$ cat config.mk
export PLATFORM = sky130hd
export DESIGN_NAME = ifu
export DESIGN_NICKNAME = d
export VERILOG_FILES = /design/src/rtl/ifu.sv
export SDC_FILE = /design/constraint.sdc
export NUM_CORES = 1
export LEC_CHECK = 0
export ABC_CLOCK_PERIOD_IN_PS = 2270
export BUFFER_PORTS_ARGS = -buffer_cell sky130_fd_sc_hd__clkbuf_2
export CAP_MARGIN = 10
export CORE_MARGIN = 5
export CORE_UTILIZATION = 44
export CTS_BUF_LIST = sky130_fd_sc_hd__clkbuf_16
export CTS_CLUSTER_SIZE = 25
export DETAILED_ROUTE_END_ITERATION = 6
export PLACE_DENSITY = 0.86
export SLEW_MARGIN = 20
export SYNTH_ARGS = -nofsm -noshare
export SYNTH_HDL_FRONTEND = slang
export SYNTH_SLANG_ARGS = --single-unit
$ cat constraint.sdc
create_clock -name clk -period 2.27 [get_ports clk]
set_clock_uncertainty 0.05 [all_clocks]
set_input_delay 0.227 -clock clk [delete_from_list [all_inputs] [get_ports clk]]
set_output_delay 0.227 -clock clk [all_outputs]
set_load 0.02 [all_outputs]
$ cat src/rtl/ifu.sv
// Instruction fetch unit: one outstanding word request, one-entry output buffer to IDU.
// Latency: response latency + 1 cycle from accepted request to valid inst (3 cycles/inst with 0-wait memory).
// Backpressure: pipe_stop freezes the buffered instruction; redirect_valid overrides everything.
module ifu #(
    parameter logic [31:0] RESET_PC = 32'h8000_0000
) (
    input  logic        clk,
    input  logic        rst_n,
    input  logic        pipe_stop,
    input  logic        redirect_valid,
    input  logic [31:0] redirect_pc,
    output logic        inst_req_valid,
    output logic [31:0] inst_req_addr,
    input  logic        inst_req_ready,
    input  logic        inst_rsp_valid,
    input  logic [31:0] inst_rsp_data,
    output logic [31:0] inst,
    output logic [31:0] pc,
    output logic        inst_clear
);

    typedef enum logic [1:0] {
        S_IDLE = 2'd0,
        S_REQ  = 2'd1,
        S_WAIT = 2'd2,
        S_HOLD = 2'd3
    } state_t;

    state_t      r_state;
    logic [31:0] r_fetch_pc;
    logic        r_out_valid;
    logic [31:0] r_out_inst;
    logic [31:0] r_out_pc;
    logic        r_drop;

    state_t      w_state_nxt;
    logic [31:0] w_fetch_pc_nxt;
    logic        w_out_valid_nxt;
    logic [31:0] w_out_inst_nxt;
    logic [31:0] w_out_pc_nxt;
    logic        w_drop_nxt;

    logic        w_handshake;
    logic [31:0] w_redirect_aligned;

    assign w_handshake        = (r_state == S_REQ) && inst_req_ready;
    assign w_redirect_aligned = redirect_pc & ~32'h3;

    assign inst_req_valid = (r_state == S_REQ);
    assign inst_req_addr  = r_fetch_pc & ~32'h3;
    // The buffer keeps its last word after consumption; the IDU must only ever see 0 then.
    assign inst           = r_out_valid ? r_out_inst : 32'h0;
    assign pc             = r_out_pc;
    // A stalled IDU keeps its instruction, so no bubble while pipe_stop is high (unless flushing).
    assign inst_clear     = redirect_valid || (!r_out_valid && !pipe_stop);

    // Next-state and datapath updates; a redirect wins over every other event.
    always_comb begin
        w_state_nxt     = r_state;
        w_fetch_pc_nxt  = r_fetch_pc;
        w_out_valid_nxt = r_out_valid;
        w_out_inst_nxt  = r_out_inst;
        w_out_pc_nxt    = r_out_pc;
        w_drop_nxt      = r_drop;

        if (redirect_valid) begin
            w_fetch_pc_nxt  = w_redirect_aligned;
            w_out_valid_nxt = 1'b0;
            // A request still in flight must have its response swallowed; if the response
            // lands this very cycle it is already gone, so just refetch.
            if (w_handshake || (r_state == S_WAIT && !inst_rsp_valid)) begin
                w_drop_nxt  = 1'b1;
                w_state_nxt = S_WAIT;
            end else begin
                w_drop_nxt  = 1'b0;
                w_state_nxt = S_REQ;
            end
        end else begin
            case (r_state)
                S_IDLE: begin
                    w_state_nxt = S_REQ;
                end
                S_REQ: begin
                    if (inst_req_ready) begin
                        w_state_nxt = S_WAIT;
                    end
                end
                S_WAIT: begin
                    if (inst_rsp_valid) begin
                        if (r_drop) begin
                            w_drop_nxt  = 1'b0;
                            w_state_nxt = S_REQ;
                        end else begin
                            w_out_inst_nxt  = inst_rsp_data;
                            w_out_pc_nxt    = r_fetch_pc;
                            w_out_valid_nxt = 1'b1;
                            w_state_nxt     = S_HOLD;
                        end
                    end
                end
                S_HOLD: begin
                    if (!pipe_stop) begin
                        w_out_valid_nxt = 1'b0;
                        w_fetch_pc_nxt  = r_fetch_pc + 32'd4;
                        w_state_nxt     = S_REQ;
                    end
                end
                default: begin
                    w_state_nxt = S_IDLE;
                end
            endcase
        end
    end

    // State and buffer registers with synchronous active-low reset.
    always_ff @(posedge clk) begin
        if (!rst_n) begin
            r_state     <= S_IDLE;
            r_fetch_pc  <= RESET_PC & ~32'h3;
            r_out_valid <= 1'b0;
            r_out_inst  <= 32'h0;
            r_out_pc    <= 32'h0;
            r_drop      <= 1'b0;
        end else begin
            r_state     <= w_state_nxt;
            r_fetch_pc  <= w_fetch_pc_nxt;
            r_out_valid <= w_out_valid_nxt;
            r_out_inst  <= w_out_inst_nxt;
            r_out_pc    <= w_out_pc_nxt;
            r_drop      <= w_drop_nxt;
        end
    end

endmodule

==> results of run 1 <==
==> through the flow <==
step                      area [um^2]  cells  worst slack, ns  util (%)
after floorplan                  4345    558          0.09617         -
after global placement           5354    834           0.1618     55.28
after detailed placement         5354    834           0.1271     55.28
after CTS                        5630    849          0.06984     58.14
after global routing             5634    849          0.06328     58.18
final                            5634    849           0.1847     58.18
==> layout make-up <==
class / count / area share, %
well taps: 133 / 2.954
clock inverters: 6 / 0.9105
repair buffers: 187 / 18.21
clock buffers: 9 / 3.997
flip-flops and latches: 96 / 34.11
multi-input cells: 411 / 39.35
inverters: 7 / 0.4664
==> state kept, by name (all words and copies together), names as in the netlist <==
signal and flops:
r_out_inst 32, r_state 2, r_out_valid 1, r_drop 1
r_fetch_pc 30, pc 30
==> cells in the mapped netlist (6+ instances only) <==
| library cell | instances | share of area, % |
|---|---|---|
| and2_1 | 34 | 4.9 |
| dfxtp_1 | 96 | 44 |
| nand4_1 | 7 | 1.0 |
| a21oi_1 | 71 | 8.2 |
| nand2_1 | 139 | 12 |
| nand3_1 | 10 | 1.2 |
| clkbuf_1 | 37 | 3.2 |
| o31ai_1 | 9 | 1.6 |
| or4_1 | 11 | 1.9 |
| o21ai_0 | 30 | 3.5 |
| a31oi_1 | 12 | 1.7 |
| nor3_1 | 7 | 0.81 |
| inv_1 | 6 | 0.52 |
| xor2_1 | 6 | 1.2 |
| nor2_1 | 13 | 1.1 |
==> cell families (layout without fill, tap and decap cells) <==
| kind of cell | count (synthesis) | count (layout) | synth area share (%) |
|---|---|---|---|
| flip-flops | 96 | 96 | 44.34 |
| AND/OR/NAND/NOR | 251 | 251 | 28.55 |
| adder cells (fa/ha/maj) | 4 | 4 | 1.155 |
| XOR/XNOR | 11 | 11 | 2.223 |
| multiplexers | 2 | 2 | 0.4619 |
| buffers and inverters | 51 | 209 | 4.994 |
| other | 1 | 4 | 0.08652 |
| AO/OA/AOI/OAI | 139 | 139 | 18.19 |
==> cell usage in the layout (no fill, tap or decap), drive strengths merged, types with 3 or more instances in the layout <==
master / n
a311oi: 4
a21oi: 71
nor2b: 3
inv: 7
xnor2: 5
or4: 12
xor2: 6
nor4: 5
and2: 34
a31oi: 12
nor3: 7
clkbuf: 170
ha: 4
and4: 4
nand3: 10
or3: 5
a211oi: 3
clkinv: 5
nand2: 139
o31ai: 9
conb: 4
o21ai: 30
nand4: 8
buf: 26
dfxtp: 96
nor2: 13
==> power breakdown <==
part | total [mW] | switching [mW] | internal, mW
sequential | 1.79 | 0.0593 | 1.73
clock | 1.44 | 0.604 | 0.832
combinational | 0.383 | 0.228 | 0.155
==> worst max-delay path, stage by stage (launching register included) <==
cell	delay (ns)
dfxtp_1	0.43
ha_1	0.20
nand3b_1	0.13
or4_4	0.53
or4_1	0.50
a31oi_1	0.17
==> layer usage <==
layer / share of wire (%) / wire, um / track usage, %
met1: 43 / 5366 / 25.16
met2: 48 / 5966 / 34.91
met3: 7.2 / 901 / 4.026
met4: 2.2 / 278 / 9.261
met5: 0 / 0 / 0
==> final timing paths <==
path,start,endpoint,slack [ns],depth (start not counted)
setup / recovery,r_fetch_pc[2]$_SDFFE_PN0P_,r_fetch_pc[24]$_SDFFE_PN0P_,0.18,5
hold / removal,inst_rsp_data[21],r_out_inst[21]$_SDFFE_PN0P_,0.06,3
setup reg to reg,r_fetch_pc[2]$_SDFFE_PN0P_,r_fetch_pc[24]$_SDFFE_PN0P_,0.18,5
hold reg to reg,r_out_inst[12]$_SDFFE_PN0P_,r_out_inst[12]$_SDFFE_PN0P_,0.40,2
==> run summary, run 1 <==
register area share after synthesis = 44.34%
Num CTS Buffers = 9
CP Capture Type = flop
Synth Register Bits = 96
setup violators final = 0
CTS Sinks = 96
vias in the first global route = 4288
Syn Std Cell Area = 0.004334 mm^2
leakage = 2.321 nW
Max VDD drop = 0.0003597 V
GRT Total Usage = 20.56%
Skew-Pair Late Insertion Delay = 0.34 ns
multi-input logic area = 0.002217 mm^2
Post-DRT Antenna Nets = 0
Max-Cap Viols = 0
Yosys warnings = 0
pwr dens = 641.1 mW/mm^2
H-tree levels = 3
Primary FF master, synth = dfxtp_1
RSZ-0062 raised after global routing = no
starting density of the core = 44.75%
Pins Over Slew Limit = 0
gr ovfl total = 0
Hold Path Class = primary input to flop
CP max FO = 12
cts repair resizes = 0
Die Y = 109.3 um
via/cell ratio = 5.218
Post-CTS Hold Buffers = 0
FF/Latch Area = 0.001922 mm^2
row count = 36
Port-buffer cells = 161
Critical Path Source Type = flop
Clock Path Buffers = 2
total iterations of the first detailed-routing run = 4
hold slack = 0.06399 ns
core box area = 0.009684 mm^2
status = finished, final reports clean
CTS clk-pin slew, worst paths = 0.06 ns
RePlAce Congestion = 0.8280
I/O Pins = 168
Final TNS setup = 0 ns
initial antenna violation count = 0
area grow syn2layout = 29.99%
vias post-DR = 4430
first-pass GRT wire length = 19.70 mm
final net count = 786
Setup CP Type = flop to flop
die width = 109.3 um
DR DRC count = 0
ys async rst share = 0%
critical path data required time = 2.48 ns
die area = 0.01194 mm^2
Fin. Hold Viols = 0
number of synthesized flops with an enable pin = 0
# diodes = 0
syn_area_per_cell = 7.809 um^2
CTS root buf = clkbuf_16
proportion of layout cells with a drive suffix above 1 = 29.19%
Post-DP HPWL = 9.387 mm
final worst-path cycle share = 91.86%
fmax = 479.5 MHz
Post-CTS Setup Bufs = 0
CTS tree = built
Tmin final = 2.085 ns
Fillers = 880
WL final = 12.51 mm
wire per inst = 14.74 um
initial DRC count = 313
Post-Syn Instances = 555
CP Data Arrival Time = 2.30 ns
Power, Total = 3.612 mW
post-synthesis cell type count = 48
largest net degree at the start of global routing = 47
Power figures use the tool's default switching activity.
==> inputs of run 2 (changes only) <==
--- a/config.mk
+++ b/config.mk
@@ -13,8 +13,8 @@
 export CTS_BUF_LIST = sky130_fd_sc_hd__clkbuf_16
 export CTS_CLUSTER_SIZE = 25
 export DETAILED_ROUTE_END_ITERATION = 6
+export HOLD_SLACK_MARGIN = 0.1
 export PLACE_DENSITY = 0.86
-export SLEW_MARGIN = 20
 export SYNTH_ARGS = -nofsm -noshare
 export SYNTH_HDL_FRONTEND = slang
 export SYNTH_SLANG_ARGS = --single-unit
==> run 2 against run 1 <==
  * The flow now finishes with violations (DRC)
  * Critical path depth did not move
  * Routed wire length rose by 5.0%
  * Flip-flop and latch count unchanged
  * Hold slack gained 0.043 ns
  * Clock power is essentially flat
  * Power is 1.3% higher
  * Die area stayed put
  * Largest cell class unchanged
==> run summary, run 2 (synthesis gave the netlist of run 1 again) <==
starting density of the core = 44.75%
total iterations of the first detailed-routing run = 7
initial DRC count = 379
hold slack = 0.1073 ns
most common cell after layout, fill and taps aside = clkbuf_2
CP Data Arrival Time = 2.31 ns
Fin. Hold Viols = 0
number of flip-flops under the largest register name = 32
GR Util met1 = 26.33%
proportion of layout cells with a drive suffix above 1 = 27.87%
I/O Pins = 168
setup ws final = 0.1750 ns
failing checks = DRC
DP Worst Slack = 0.1271 ns
Top Usage Layer GRT = met2
pwr dens = 612.3 mW/mm^2
Post-DRT Antenna Nets = 0
Post-DP HPWL = 9.387 mm
met2 global-route usage = 36.84%
row count = 36
setup violators final = 0
Max VDD drop = 0.0003584 V
Critical Path Source Type = flop
CTS root buf = clkbuf_16
CP max FO = 12
largest net degree at the start of global routing = 47
CTS Sinks = 96
Clock Path Buffers = 2
RePlAce Congestion = 0.8280
core box area = 0.009684 mm^2
most frequent cells in the layout = clkbuf_2, nand2_1, dfxtp_1, a21oi_1
Num CTS Buffers = 9
status = finished with violations
vias post-DR = 4571
gr ovfl total = 0
area grow syn2layout = 37.90%
initial antenna violation count = 1
RR Startpoint = r_fetch_pc[2]$_SDFFE_PN0P_
Final TNS setup = 0 ns
Power, Total = 3.660 mW
vias in the first global route = 4486
Pins Over Slew Limit = 0
GRT met3 Usage = 4.381%
WL final = 13.13 mm
die width = 109.3 um
Max-Cap Viols = 0
Port-buffer cells = 161
GRT Total Usage = 21.67%
CP Capture Type = flop
via/cell ratio = 5.171
crit path from = r_fetch_pc[2]$_SDFFE_PN0P_
Top reg by flops = r_out_inst
final net count = 820
Hold Path Class = primary input to flop
critical path data required time = 2.48 ns
die area = 0.01194 mm^2
CTS clk-pin slew, worst paths = 0.07 ns
RSZ-0062 raised after global routing = no
final worst-path cycle share = 92.29%
DR DRC count = 2
wire per inst = 14.86 um
Min-Delay Startpoint = redirect_pc[7]
Setup CP Type = flop to flop
flop2flop setup slack = 0.17 ns
CTS tree = built
H-tree levels = 3
Fillers = 819
Tmin final = 2.095 ns
fmax = 477.3 MHz
Die Y = 109.3 um
Skew-Pair Late Insertion Delay = 0.33 ns
leakage = 2.463 nW
first-pass GRT wire length = 20.78 mm
-- run 2: cell types whose count changed in the layout (fill, tap and decap cells not counted) --
cell,change
dlygate4sd3_1,+34
diode_2,+1
-- run 2: through the flow --
step	cell area [um^2]	util (%)	std cells
finish	5977	61.72	884
detailed placement	5354	55.28	834
global placement	5354	55.28	834
CTS	5961	61.55	882
floorplan	4345	-	558
global route	5977	61.72	884
-- run 2: repair_timing --
item,CTS,global route
endpoints found under the hold margin,33,1
gates resized for setup,0,1
buffers inserted,0,0
hold buffers,33,1
endpoints found under the setup margin,0,3
-- run 2: metal layers --
| layer | up-vias | wire length (um) |
|---|---|---|
| li1 | 2294 | - |
| met2 | 155 | 6446 |
| met3 | 20 | 868 |
| met5 | - | 0 |
| met1 | 2102 | 5543 |
| met4 | 0 | 275 |
-- run 2: final cells by class --
type | count | area (um^2) | area share (%)
inverter | 7 | 26.28 | 0.4396
clock buffer | 9 | 225.2 | 3.768
timing repair buffer | 221 | 1366 | 22.86
multi-input combinational | 411 | 2217 | 37.09
tap | 133 | 166.4 | 2.784
antenna | 1 | 2.502 | 0.04187
sequential | 96 | 1922 | 32.15
clock inverter | 6 | 51.30 | 0.8583
-- run 2: report_power, final --
part / internal (mW) / switching, mW
clock network: 0.832 / 0.603
logic: 0.193 / 0.238
registers: 1.73 / 0.0592
-- run 2: final timing paths --
check | endpoint | depth (start not counted)
worst max-delay path | r_fetch_pc[24]$_SDFFE_PN0P_ | 5
worst min-delay path | r_fetch_pc[7]$_SDFFE_PN0P_ | 3
worst max register to register | r_fetch_pc[24]$_SDFFE_PN0P_ | 5
worst min register to register | r_out_inst[12]$_SDFFE_PN0P_ | 2
-- run 2: critical path, stage by stage, from the launching register on --
cell      delay [ns]
dfxtp_1         0.43
ha_1            0.20
nand3b_1        0.13
or4_4           0.53
or4_1           0.50
a31oi_1         0.18
==> inputs of run 3 (changes only) <==
--- a/config.mk
+++ b/config.mk
@@ -15,6 +15,7 @@
 export DETAILED_ROUTE_END_ITERATION = 6
 export HOLD_SLACK_MARGIN = 0.1
 export PLACE_DENSITY = 0.86
+export SKIP_CTS_REPAIR_TIMING = 1
 export SYNTH_ARGS = -nofsm -noshare
 export SYNTH_HDL_FRONTEND = slang
 export SYNTH_SLANG_ARGS = --single-unit
==> constraint.sdc (replaced) <==
create_clock -name clk -period 2.27 [get_ports clk]
set_clock_uncertainty 0.05 [all_clocks]
set_input_delay 0.454 -clock clk [delete_from_list [all_inputs] [get_ports clk]]
set_output_delay 0.454 -clock clk [all_outputs]
set_load 0.02 [all_outputs]
==> run 3 against run 2 <==
  * The run now ends clean
  * Flip-flop and latch count stayed put
  * Power up 2.4%
  * Global-route usage is 1.1 points lower
  * Fmax decreased by 5.4%
  * Sequential share of layout area grew 1.9 points
  * First-iteration DRC count is 6.9% lower
  * Critical path depth unchanged
  * Non-clock buffer count fell by 36
  * Utilization fell by 3.4 points
  * Worst setup slack got worse by 0.12 ns
  * Critical path type unchanged
  * Critical endpoint is now r_fetch_pc[25]$_SDFFE_PN0P_
  * Largest power group unchanged
==> run summary, run 3 (synthesis gave the netlist of run 1 again) <==
vias post-DR = 4493
starting density of the core = 44.75%
Pins Over Slew Limit = 0
gr ovfl total = 0
wire per inst = 14.63 um
DR DRC count = 0
Worst path top cell family by delay = simple AND/OR/NAND/NOR gates
die area = 0.01194 mm^2
via/cell ratio = 5.298
Post-DRT Antenna Nets = 0
core box area = 0.009684 mm^2
Num CTS Buffers = 9
Buf+Inv Stages, Crit Path = 0
CP cell instances = ha_1 > nand4b_1 > or4_1 > or4_1 > a31oi_1
most used cell, CP = or4_1
slowest library cell on the worst path = or4_1
final net count = 784
# diodes = 0
largest net degree at the start of global routing = 57
initial antenna violation count = 0
critical path data required time = 2.48 ns
die width = 109.3 um
number of flip-flops under the largest register name = 32
Max VDD drop = 0.0003828 V
most common cell after layout, fill and taps aside = clkbuf_2
CP max FO = 8
initial DRC count = 353
Power, Total = 3.748 mW
met2 routed WL = 6.114 mm
Critical Path Source Type = flop
CTS root buf = clkbuf_16
Fin. Hold Viols = 0
final worst-path cycle share = 97.59%
RePlAce Congestion = 0.7947
Port-buffer cells = 161
critical path's largest stage delay = 0.59 ns
I/O Pins = 168
CP Data Arrival Time = 2.42 ns
Top reg by flops = r_out_inst
vias in the first global route = 4368
Worst-Margin Slew = 0.6437 ns
Max Used Layer = met4
Die Y = 109.3 um
CTS Sinks = 96
wl on met1 = 5.187 mm
Skew-Pair Late Insertion Delay = 0.34 ns
total iterations of the first detailed-routing run = 5
H-tree levels = 3
proportion of layout cells with a drive suffix above 1 = 29.23%
leakage = 2.328 nW
Slew HR = 56.69%
most frequent cells in the layout = clkbuf_2, nand2_1, dfxtp_1, a21oi_1, and2_1
WL final = 12.41 mm
Tmin final = 2.215 ns
area grow syn2layout = 30.37%
Clock Path Buffers = 2
row count = 36
# placed instances = 832
RSZ-0062 raised after global routing = no
setup violators final = 0
first-pass GRT wire length = 19.81 mm
pwr dens = 663.3 mW/mm^2
CP Capture Type = flop
Final TNS setup = 0 ns
Post-DP HPWL = 9.140 mm
GRT Total Usage = 20.57%
fmax = 451.4 MHz
Setup CP Type = flop to flop
Met3 Wirelength = 901 um
status = finished, final reports clean
Hold Path Class = primary input to flop
non-filler cells, final = 848
Max-Cap Viols = 0
CTS tree = built
CTS clk-pin slew, worst paths = 0.07 ns
run 3: metal layers:
metal,global-route usage (%),up-vias
met2,36.49,171
met1,24.67,2076
met5,0,-
li1,-,2227
met3,3.908,19
met4,7.480,0
run 3: worst register-to-register path, delay by kind of cell, from the launching register on:
| family | cells | cell delay [ns] |
|---|---|---|
| AOI/OAI and AO/OA | 1 | 0.19 |
| adders and majority gates | 1 | 0.25 |
| DFF | 1 | 0.38 |
| and+or+nand+nor | 3 | 1.27 |
run 3: path summary, 6_finish.rpt:
check	slack (ns)	to	from	cells past startpoint
max	0.05	r_fetch_pc[25]$_SDFFE_PN0P_	r_state[1]$_SDFFE_PN0P_	5
min	0.29	r_out_inst[1]$_SDFFE_PN0P_	inst_rsp_data[1]	3
max reg2reg	0.05	r_fetch_pc[25]$_SDFFE_PN0P_	r_state[1]$_SDFFE_PN0P_	5
min reg2reg	0.40	r_out_inst[18]$_SDFFE_PN0P_	r_out_inst[18]$_SDFFE_PN0P_	2
run 3: area by class of cell:
| class | count | area [um^2] |
|---|---|---|
| Clock buffer | 9 | 225.2 |
| Clock inverter | 7 | 86.33 |
| Fill cell | 842 | 4034 |
| Inverter | 7 | 26.28 |
| Multi-Input combinational cell | 411 | 2213 |
| Sequential cell | 96 | 1922 |
| Tap cell | 133 | 166.4 |
| Timing Repair Buffer | 185 | 1011 |
run 3: where the power goes:
| group | switching (mW) | total (mW) | internal [mW] |
|---|---|---|---|
| Sequential | 0.0593 | 1.79 | 1.73 |
| Clock | 0.618 | 1.57 | 0.955 |
| Combinational | 0.227 | 0.382 | 0.155 |
run 3: per-stage QoR:
stage	util (%)	hold slack [ns]	setup slack [ns]	cell area, um^2
2_1_floorplan	-	0.3817	0.09617	4345
3_3_place_gp	55.13	0.3868	0.1448	5339
3_5_place_dp	55.13	0.3924	0.1388	5339
4_1_cts	58.35	0.2829	0.06637	5650
5_1_grt	58.35	0.2877	0.004941	5650
6_report	58.35	0.2933	0.05474	5650
